==> config.mk <==
export PLATFORM = sky130hd
export DESIGN_NAME = ysyx_24100005_mem_arb
export DESIGN_NICKNAME = d
export VERILOG_FILES = /design/src/rtl/ysyx_24100005_mem_arb.sv
export SDC_FILE = /design/constraint.sdc
export NUM_CORES = 1
export LEC_CHECK = 0
export CAP_MARGIN = 30
export CORE_ASPECT_RATIO = 1.25
export CORE_UTILIZATION = 35
export CTS_CLUSTER_DIAMETER = 30
export DETAILED_ROUTE_END_ITERATION = 7
export HOLD_SLACK_MARGIN = 0.05
export PLACE_DENSITY_LB_ADDON = 0.12
export SKIP_LAST_GASP = 1
export SLEW_MARGIN = 20
export SYNTH_ARGS = -nofsm -noshare
export SYNTH_HDL_FRONTEND = slang
export SYNTH_SLANG_ARGS = --single-unit
==> constraint.sdc <==
create_clock -name clk -period 6.7 [get_ports clk]
set_input_delay 1.34 -clock clk [delete_from_list [all_inputs] [get_ports clk]]
set_output_delay 1.34 -clock clk [all_outputs]
set_load 0.02 [all_outputs]
==> src/rtl/ysyx_24100005_mem_arb.sv <==
// Round-robin arbiter sharing one data-memory port between IFU and LSU.
// One transaction outstanding; LSU stores are lane-aligned, loads are extracted and extended.
module ysyx_24100005_mem_arb #(
  parameter int ADDR_W = 32,
  parameter int DATA_W = 32
) (
  input  logic              clk,
  input  logic              rst,
  input  logic              ifu_req_valid,
  output logic              ifu_req_ready,
  input  logic [ADDR_W-1:0] ifu_req_addr,
  output logic              ifu_rsp_valid,
  output logic [DATA_W-1:0] ifu_rsp_data,
  output logic              ifu_rsp_err,
  input  logic              lsu_req_valid,
  output logic              lsu_req_ready,
  input  logic [ADDR_W-1:0] lsu_req_addr,
  input  logic              lsu_req_wen,
  input  logic [DATA_W-1:0] lsu_req_wdata,
  input  logic [1:0]        lsu_req_size,
  input  logic              lsu_req_sext,
  output logic              lsu_rsp_valid,
  output logic [DATA_W-1:0] lsu_rsp_data,
  output logic              lsu_rsp_err,
  output logic              mem_req_valid,
  input  logic              mem_req_ready,
  output logic [ADDR_W-1:0] mem_req_addr,
  output logic              mem_req_wen,
  output logic [DATA_W-1:0] mem_req_wdata,
  output logic [DATA_W/8-1:0] mem_req_wmask,
  input  logic              mem_rsp_valid,
  input  logic [DATA_W-1:0] mem_rsp_rdata,
  output logic              busy
);

  localparam int MASK_W = DATA_W / 8;

  typedef enum logic [2:0] {S_IDLE, S_REQ, S_WAIT, S_RESP, S_ERR} state_t;

  state_t              state, state_nxt;
  logic                last_grant_lsu;
  logic                owner_lsu_p1;
  logic                grant_ifu, grant_lsu, accept, req_bad;
  logic [ADDR_W-1:0]   req_addr;

  logic [ADDR_W-1:0]   addr_p1;
  logic [1:0]          off_p1;
  logic [1:0]          size_p1;
  logic                sext_p1;
  logic                wen_p1;
  logic [DATA_W-1:0]   wdata_p1;
  logic [MASK_W-1:0]   wmask_p1;
  logic [DATA_W-1:0]   rsp_data_p2;

  function automatic logic lsu_misaligned(input logic [1:0] size, input logic [1:0] off);
    case (size)
      2'd0:    lsu_misaligned = 1'b0;
      2'd1:    lsu_misaligned = off[0];
      2'd2:    lsu_misaligned = (off != 2'd0);
      default: lsu_misaligned = 1'b1;
    endcase
  endfunction

  function automatic logic [MASK_W-1:0] store_mask(input logic [1:0] size, input logic [1:0] off);
    case (size)
      2'd0:    store_mask = MASK_W'(1) << off;
      2'd1:    store_mask = MASK_W'(3) << off;
      2'd2:    store_mask = '1;
      default: store_mask = '0;
    endcase
  endfunction

  function automatic logic [DATA_W-1:0] store_data(input logic [DATA_W-1:0] wdata, input logic [1:0] off);
    store_data = wdata << {off, 3'b000};
  endfunction

  function automatic logic [DATA_W-1:0] load_fmt(input logic [DATA_W-1:0] rdata, input logic [1:0] off,
                                                 input logic [1:0] size, input logic sext);
    logic [DATA_W-1:0] shifted;
    shifted = rdata >> {off, 3'b000};
    case (size)
      2'd0:    load_fmt = {{(DATA_W-8){sext & shifted[7]}}, shifted[7:0]};
      2'd1:    load_fmt = {{(DATA_W-16){sext & shifted[15]}}, shifted[15:0]};
      2'd2:    load_fmt = shifted;
      default: load_fmt = '0;
    endcase
  endfunction

  // Grant: a lone requester wins; on a tie the one not granted last time wins.
  always_comb begin
    grant_ifu = 1'b0;
    grant_lsu = 1'b0;
    if (state == S_IDLE) begin
      if (ifu_req_valid && (!lsu_req_valid || last_grant_lsu)) grant_ifu = 1'b1;
      else if (lsu_req_valid)                                  grant_lsu = 1'b1;
    end
  end

  assign accept        = grant_ifu | grant_lsu;
  assign ifu_req_ready = grant_ifu;
  assign lsu_req_ready = grant_lsu;
  assign req_addr      = grant_lsu ? lsu_req_addr : ifu_req_addr;
  assign req_bad       = grant_lsu ? lsu_misaligned(lsu_req_size, lsu_req_addr[1:0])
                                   : (ifu_req_addr[1:0] != 2'd0);

  always_ff @(posedge clk or negedge rst) begin
    if (!rst) begin
      state          <= S_IDLE;
      last_grant_lsu <= 1'b1;
      owner_lsu_p1   <= 1'b0;
    end else begin
      state <= state_nxt;
      if (accept) begin
        last_grant_lsu <= grant_lsu;
        owner_lsu_p1   <= grant_lsu;
      end
    end
  end

  always_comb begin
    state_nxt = state;
    case (state)
      S_IDLE:  if (accept) state_nxt = req_bad ? S_ERR : S_REQ;
      S_REQ:   if (mem_req_ready) state_nxt = S_WAIT;
      S_WAIT:  if (mem_rsp_valid) state_nxt = S_RESP;
      S_RESP:  state_nxt = S_IDLE;
      S_ERR:   state_nxt = S_IDLE;
      default: state_nxt = S_IDLE;
    endcase
  end

  // Stage p1: captured request; stage p2: formatted response. Outputs are gated by state.
  always_ff @(posedge clk) begin
    if (accept) begin
      addr_p1  <= {req_addr[ADDR_W-1:2], 2'b00};
      off_p1   <= req_addr[1:0];
      size_p1  <= lsu_req_size;
      sext_p1  <= lsu_req_sext;
      wen_p1   <= grant_lsu & lsu_req_wen;
      wdata_p1 <= (grant_lsu & lsu_req_wen) ? store_data(lsu_req_wdata, lsu_req_addr[1:0]) : '0;
      wmask_p1 <= (grant_lsu & lsu_req_wen) ? store_mask(lsu_req_size, lsu_req_addr[1:0]) : '0;
    end
    if (state == S_WAIT && mem_rsp_valid) begin
      if (!owner_lsu_p1) rsp_data_p2 <= mem_rsp_rdata;
      else if (wen_p1)   rsp_data_p2 <= '0;
      else               rsp_data_p2 <= load_fmt(mem_rsp_rdata, off_p1, size_p1, sext_p1);
    end
  end

  always_comb begin
    mem_req_valid = 1'b0;
    mem_req_addr  = '0;
    mem_req_wen   = 1'b0;
    mem_req_wdata = '0;
    mem_req_wmask = '0;
    ifu_rsp_valid = 1'b0;
    ifu_rsp_data  = '0;
    ifu_rsp_err   = 1'b0;
    lsu_rsp_valid = 1'b0;
    lsu_rsp_data  = '0;
    lsu_rsp_err   = 1'b0;
    busy          = (state != S_IDLE);
    case (state)
      S_REQ: begin
        mem_req_valid = 1'b1;
        mem_req_addr  = addr_p1;
        mem_req_wen   = wen_p1;
        mem_req_wdata = wdata_p1;
        mem_req_wmask = wmask_p1;
      end
      S_RESP: begin
        if (owner_lsu_p1) begin
          lsu_rsp_valid = 1'b1;
          lsu_rsp_data  = rsp_data_p2;
        end else begin
          ifu_rsp_valid = 1'b1;
          ifu_rsp_data  = rsp_data_p2;
        end
      end
      S_ERR: begin
        if (owner_lsu_p1) begin
          lsu_rsp_valid = 1'b1;
          lsu_rsp_err   = 1'b1;
        end else begin
          ifu_rsp_valid = 1'b1;
          ifu_rsp_err   = 1'b1;
        end
      end
      default: ;
    endcase
  end

endmodule

Word level (Yosys, flattened, before mapping)
Index checks and enable logic that the tools add are counted.
- word-level logic and storage cells: 74
- output and inout port bits: 141
- flip-flop bits (word level): 109
- mux-type cells: 32
- eq/ne operators: 11
- reduce and logical (&&, ||, !) cells: 12
- bitwise gates (word level): 4
- shift-type cells: 4
- operator list (cell ; number):
    $mux 32 ; 9
    $pmux 32 s3 ; 1
    $shl 32x5->32 ; 1
    $shr 32x5->32 ; 1
    $mux 1 ; 14
    $mux 3 ; 4
    $pmux 4 s3 ; 1
    $pmux 3 s3 ; 1
    $eq 3x2->1 const B ; 2
    $ne 2x2->1 const B ; 3
    $eq 2x1->1 const B ; 2
    $eq 2x2->1 const B ; 2
    $logic_not 2->1 ; 2
    $mux 4 ; 1
    $reduce_bool 2->1 ; 2
    $shl 1x2->4 const A ; 1
    $shl 2x2->4 const A ; 1
    $and 1x1->1 ; 3
    $eq 3x1->1 const B ; 1
    $eq 3x3->1 const B ; 1
    $logic_not 3->1 ; 1
    $pmux 1 s3 ; 1
    $reduce_and 3->1 ; 1
    $reduce_bool 3->1 ; 1
    5 further kinds ; 6

Longest topological paths before layout
Gate-level depths: netlist of the first run.
- depth in word-level cells: 9
- gate-level depth with buffers: 7

Least setup slack after synthesis of the first run
OpenSTA, ideal clock, no wires.
- kind: input to register
- start point: in lsu_req_valid
- end point: reg addr_p1[10] (enable)
- library setup time: 426 ps
- buffers on the path: 0
- data required time: 6274 ps
- stages: 2
- arrival: 2861 ps
- setup slack: 3412 ps
- cell sequence: o21ai_0 > inv_1
- word-level cells in the longest chain between the ends: 6
- elaborated cells on any way between the ends: 9
- those cells by class: mux: 5; bitwise: 1; reduce/logical: 3
- RTL lines (element ; line ; text):
    from (decl) ; 15 ; input logic lsu_req_valid,
    $logic_not 1->1 ; 94 ; if (ifu_req_valid && (!lsu_req_valid || last_grant_lsu)) grant_ifu = 1'b1;
    $logic_or 1x1->1 ; 94 ;
    $logic_and 1x1->1 ; 94 ;
    $mux 1 ; 94 ;
    $mux 1 ; 93 ; if (state == S_IDLE) begin
    $or 1x1->1 (*) ; 99 ; assign accept = grant_ifu | grant_lsu;
    via accept ; 43 ; logic grant_ifu, grant_lsu, accept, req_bad;
    to (signal assigned) ; 135 ; addr_p1 <= {req_addr[ADDR_W-1:2], 2'b00};
    to (decl) ; 46 ; logic [ADDR_W-1:0] addr_p1;
Mark *: on every way through the listed nets, which the timed path passes. The rest lies on a longest branch.
A chain may end at the register's enable or synchronous reset.

Worst setup path after layout of the first run
- start point: in ifu_req_valid
- end point: out lsu_req_ready
- word-level cells in the longest chain between the ends: 3
- RTL lines (element ; line ; text):
    from (decl) ; 9 ; input logic ifu_req_valid,
    $logic_and 1x1->1 ; 94 ;
    $mux 1 ; 94 ;
    $mux 1 ; 93 ;
    to (decl) ; 16 ; output logic lsu_req_ready,
No other way between the ends.

==> out/qor.csv, run 1 <==
stage,metric,value,unit
min_path,whs_path_depth,2,
setup_path,cp.arrival,3.03,ns
synth,async_flop_share,4.59,%
floorplanning,dieHeight,153,um
detailed_routing,drt-initial-drc-count,330,
setup_path,crit_type,in2out,
setup_path,worstSetupEndpoint,lsu_req_ready,
setup_path,r2r_slack,4.01,ns
clocking,cts-root-buf,clkbuf_16,
synth,synth_seq_area_share,51.2,%
sta,slew_viol_final,0,
clocking,htree_levels,3,
synth,syn_inst,636,
cells_and_area,layout.nets,1027,
clocking,ctsResizeCount,0,
clocking,postCtsHoldBufs,0,
sta,setup_viol,0,
clocking,cts_max_path_buffers,2,
power_and_ir_drop,total_power,3.05,mW
power_and_ir_drop,power_density,319,mW/mm^2
detailed_routing,vias,5556,
setup_path,cp_max_fo,35,
cells_and_area,fillers,1572,
global_routing,grt_max_degree,70,
clocking,postCtsSetupRepairBufs,0,
clocking,cts_made_buffers,9,
placed_design,gp_congestion,0.803,
detailed_routing,drcViolationCount,0,
power_and_ir_drop,ir_worst_vdd,0.187,mV
global_routing,grt_pass1_wl,28.1,mm
synth,synth_top_area_cell,edfxtp_1,
sta,hold_slack,0.523,ns
flow_run,max_cap_viol_count,0,
min_path,min_from,last_grant_lsu,
sta,fin_worst_skew,0.00846,ns
global_routing,grt.total_usage,19.7,%
floorplanning,std_cell_rows,54,
min_path,min_path_type,reg2reg,
detailed_routing,wirelength,18.5,mm
sta,fin_crit_sh,65.3,%
synth,synth_cell_types,42,
floorplanning,num_io_pins,279,
setup_path,cp.required,5.36,ns
synth,synth-seq-cells,109,
detailed_routing,vias_per_cell,4.97,
synth,synth_edf_count,104,
floorplanning,die_area,0.0187,sq mm
floorplanning,start_util,36.0,%
setup_path,critPathLaunch,ifu_req_valid,
setup_path,reg2reg_to,rsp_data_p2[21],
clocking,clk_pin_slew,0.07,ns
placed_design,dp_hpwl,13.7,mm
detailed_routing,drtPass1Iterations,4,
floorplanning,fp.dieW,122,um
clocking,clk_latency,0.36,ns
global_routing,first_global_vias,5429,
detailed_routing,antenna_left,0,
sta,hold_viol,0,
synth,synth_top_area_share,49.2,%
setup_path,cp-end-kind,output port,
cells_and_area,areaGrowthSynthToFinish,50.7,%
cells_and_area,diodes,0,
status,status,"complete, no violations",
synth,yosysMostFrequentCell,and2_1,
setup_path,start_kind,primary input,
placed_design,io_buffers,276,
synth,ys.flop_type,edfxtp_1,
sta,rsz0062_at_grt,no,
synth,syn_area_per_cell,9.98,sq um
sta,tightest_slew,0.897,ns
global_routing,overflow,0,
setup_path,reg2regPathDepth,4,
sta,period_minus_slack,4.37,ns
sta,timing.setup.tns,0,ns
sta,fmax,229,MHz
cells_and_area,drive_above_1_share,4.70,%
sta,relSlewSlack,40.1,%
synth,synthTopCellsByCount,"and2_1 (132), nand2_1 (120), edfxtp_1 (104)",
setup_path,worst_r2r_startpoint,owner_lsu_p1,
power_and_ir_drop,p_leak,3.71,nW
synth,yosys-top-cells-area,"edfxtp_1 (49%), and2_1 (13%), nand2_1 (7.1%)",
floorplanning,core_area,0.0176,sq mm
detailed_routing,wire_per_inst,16.6,um
synth,synth_warnings,0,
clocking,cts.sinks,109,
global_routing,antenna_found_initial,0,
synth,netlist_area,0.00635,sq mm
clocking,cts_tree,done,
-- metrics by stage --
step	area (sq um)	utilization, %	std cells	setup WS, ns
6_report	9570	54.3	1118	2.33
5_1_grt	9570	54.3	1118	2.15
4_1_cts	9540	54.1	1116	2.29
3_5_place_dp	9240	52.4	1100	2.31
3_3_place_gp	9240	52.4	1100	2.37
2_1_floorplan	6350	-	637	3.41
-- worst min-delay path by stage --
stage,to,slack (ns)
4_1_cts,last_grant_lsu,0.53
6_report,last_grant_lsu,0.52
3_3_place_gp,last_grant_lsu,0.50
5_1_grt,last_grant_lsu,0.58
2_1_floorplan,last_grant_lsu,0.46
3_5_place_dp,last_grant_lsu,0.52
-- routing by layer --
layer	up-vias	track usage (%)	share of wire (%)
met1	2586	21.5	37
met4	0	10.8	3.5
met2	222	34.2	51
li1	2709	-	-
met3	39	4.87	8.4
met5	-	0	0
-- cell type report --
| class | count | area, sq um | share of cell area, % |
|---|---|---|---|
| Multi-Input combinational cell | 462 | 2820 | 29.5 |
| Clock inverter | 5 | 60.1 | 0.628 |
| Inverter | 22 | 82.6 | 0.863 |
| Tap cell | 224 | 280 | 2.93 |
| Timing Repair Buffer | 285 | 2840 | 29.7 |
| Clock buffer | 11 | 233 | 2.43 |
| Sequential cell | 109 | 3250 | 34.0 |
-- state kept, by name, indices dropped and copies added (netlist names) --
signal          flops
rsp_data_p2        32
state               3
wen_p1              1
owner_lsu_p1        1
size_p1             2
addr_p1            30
sext_p1             1
last_grant_lsu      1
off_p1              2
wdata_p1           32
wmask_p1            4
-- power breakdown --
group / internal (mW) / switching (mW) / leakage (nW)
Combinational: 0.556 / 0.755 / 2.51
Sequential: 1.09 / 0.106 / 1.06
Clock: 0.292 / 0.248 / 0.140
Total: 1.94 / 1.11 / 3.71
-- cells by family after synthesis --
logic type | after synthesis | share of synthesized area, %
AOI/OAI and AO/OA | 85 | 8.87
xor gates and xnor gates | 1 | 0.138
buffers and inverters | 66 | 4.51
DFF | 109 | 51.2
muxes | 35 | 7.10
other | 1 | 0.0591
and+or+nand+nor | 339 | 28.1
-- cell usage in the layout (no fill, tap or decap), drive strengths merged --
cell and instances:
inv 23, o31ai 1, o41ai 1, o2111ai 1, nand2b 4, a211oi 18, dfstp 1, clkinvlp 1
bufinv 1, nand3b 9, mux2i 27, dfrtp 4, xor2 1, o2111a 1, clkinv 2, o21bai 1
or2 2, nor3b 1, and3b 2, a21o 1, clkdlybuf4s50 275, nand3 9, a221o 8, and3 12
buf 10, a22oi 1, clkbuf 11, or3 1, a21oi 24, o21ai 20, nor2 25, edfxtp 104
and2 132, nor2b 12, nor3 10, mux4 8, conb 2, nand2 120, o22ai 8
-- critical path: stages --
cell and delay, ns:
clkdlybuf4s50_1 0.46, nand2_1 0.13, nand3_4 0.33, inv_2 0.15, clkdlybuf4s50_1 0.62
(Power assumes the default switching activity.)
==> run 2, diff against run 1 <==
==> constraint.sdc (replaced) <==
create_clock -name clk -period 3.9 [get_ports clk]
set_input_delay 0.78 -clock clk [delete_from_list [all_inputs] [get_ports clk]]
set_output_delay 0.78 -clock clk [all_outputs]
set_load 0.02 [all_outputs]
==> run 2 against run 1 <==
Net effect:
- total power grew 73%
- final cell count grew 0.36%
- cell area grew 0.30%
- first-iteration DRC count grew 6.4%
- sequential share of layout area shrank 0.10 points
- register-to-register slack lost 2.4 ns
- flip-flop and latch count is the same
- worst hold slack lost 0.011 ns
- via count is essentially flat
- sequential power grew 69%
- critical endpoint is now mem_req_wen
==> out/qor.csv, run 2 (synthesis gave the netlist of run 1 again) <==
stage,metric,value,unit
clocking,postCtsSetupRepairBufs,0,
sta,rsz0062_at_grt,no,
cells_and_area,reg_top3,"rsp_data_p2 x32, wdata_p1 x32, addr_p1 x30",
floorplanning,fp.dieW,122,um
clocking,ctsResizeCount,0,
setup_path,crit_type,reg2out,
global_routing,antenna_found_initial,0,
setup_path,cp.required,3.12,ns
detailed_routing,vias,5553,
cells_and_area,final_util,54.4,%
sta,period_minus_slack,3.24,ns
floorplanning,core_area,0.0176,sq mm
status,status,"complete, no violations",
power_and_ir_drop,total_power,5.27,mW
power_and_ir_drop,p_leak,3.72,nW
clocking,cts_made_buffers,9,
sta,hold_viol,0,
sta,setup_viol,0,
setup_path,start_kind,flop,
power_and_ir_drop,power_frac_seq,38.5,%
power_and_ir_drop,internal_power,3.37,mW
cells_and_area,final_area,0.00960,sq mm
clocking,clk_pin_slew,0.07,ns
sta,fin_worst_skew,0.00500,ns
floorplanning,die_area,0.0187,sq mm
power_and_ir_drop,p_clk_share,17.2,%
detailed_routing,drcViolationCount,0,
sta,tightest_slew,0.905,ns
cells_and_area,layout_common_cells,"clkdlybuf4s50_1 (275), and2_1 (132), nand2_1 (120)",
sta,timing.setup.tns,0,ns
clocking,cts_tree,done,
cells_and_area,drive_above_1_share,5.01,%
setup_path,cp-end-kind,output port,
clocking,clk_latency,0.35,ns
placed_design,placed_area,0.00929,sq mm
cells_and_area,layout.nets,1031,
sta,relSlewSlack,39.7,%
detailed_routing,antenna_left,0,
floorplanning,dieHeight,153,um
power_and_ir_drop,p_sw,1.91,mW
sta,slew_viol_final,0,
cells_and_area,areaGrowthSynthToFinish,51.2,%
global_routing,first_global_vias,5421,
clocking,postCtsHoldBufs,0,
placed_design,io_buffers,276,
sta,fmax,309,MHz
floorplanning,std_cell_rows,54,
detailed_routing,drtPass1Iterations,5,
floorplanning,start_util,36.0,%
clocking,cts-root-buf,clkbuf_16,
floorplanning,num_io_pins,279,
power_and_ir_drop,power_density,550,mW/mm^2
clocking,cts.sinks,109,
cells_and_area,diodes,0,
global_routing,grt.total_usage,19.9,%
setup_path,cp_max_fo,68,
detailed_routing,vias_per_cell,4.95,
sta,fin_ws,0.661,ns
detailed_routing,drt-initial-drc-count,351,
cells_and_area,fin_cells,1122,
cells_and_area,final_common_cell,clkdlybuf4s50_1,
placed_design,dp_hpwl,13.9,mm
power_and_ir_drop,ir_worst_vdd,0.291,mV
placed_design,dp.cells,1105,
detailed_routing,wirelength,18.8,mm
placed_design,gp_congestion,0.839,
sta,fin_crit_sh,83.0,%
min_path,min_path_type,reg2reg,
global_routing,grt_max_degree,69,
placed_design,dp_slack,0.876,ns
global_routing,overflow,0,
flow_run,max_cap_viol_count,0,
sta,hold_slack,0.511,ns
power_and_ir_drop,switching_share,36.2,%
clocking,cts_max_path_buffers,2,
detailed_routing,wire_per_inst,16.7,um
setup_path,cp.arrival,2.46,ns
clocking,htree_levels,3,
global_routing,grt_pass1_wl,28.4,mm
power_and_ir_drop,pwr-share-comb,44.3,%
run 2: cell count changes in the layout (fill, tap and decap cells not counted), sizes merged:
cell	before	now
buf	10	14
clkbuf	11	12
clkinv	2	1
clkinvlp	1	2
inv	23	22
run 2: worst paths after layout:
path | from | end | slack (ns) | depth (start not counted)
min in group asynchronous | rst | state[2] | 0.64 | 1
worst min-delay path | last_grant_lsu | last_grant_lsu | 0.51 | 2
worst max-delay path | state[0] | mem_req_wen | 0.66 | 4
worst min register to register | last_grant_lsu | last_grant_lsu | 0.51 | 2
worst max register to register | state[0] | wdata_p1[5] | 1.57 | 8
max in group asynchronous | rst | last_grant_lsu | 3.00 | 1
run 2: final cells by class:
cell class	count	area (sq um)
fill	1564	8040
clock buffer	12	236
sequential	109	3250
multi-input combinational	462	2820
timing repair buffer	289	2880
clock inverter	4	50.0
inverter	22	82.6
tap	224	280
run 2: critical path: stages (launching register included):
cell,delay [ns]
dfrtp_1,0.49
nor3b_4,0.24
buf_4,0.47
and2_1,0.26
clkdlybuf4s50_1,0.62
run 2: power by group through the flow:
stage	Sequential, mW	Combinational [mW]	Clock (mW)
finish	2.03	2.33	0.907
global route	2.08	2.52	0.968
CTS	2.07	2.32	0.933
detailed placement	2.08	2.30	0
global placement	2.08	2.27	0
floorplan	2.01	1.44	0
run 2: per-layer routing:
metal / vias up / track usage (%) / part of all wire (%)
li1: 2708 / - / -
met1: 2569 / 21.7 / 37
met2: 239 / 35.1 / 51
met3: 37 / 4.75 / 7.7
met4: 0 / 10.1 / 3.6
met5: - / 0 / 0
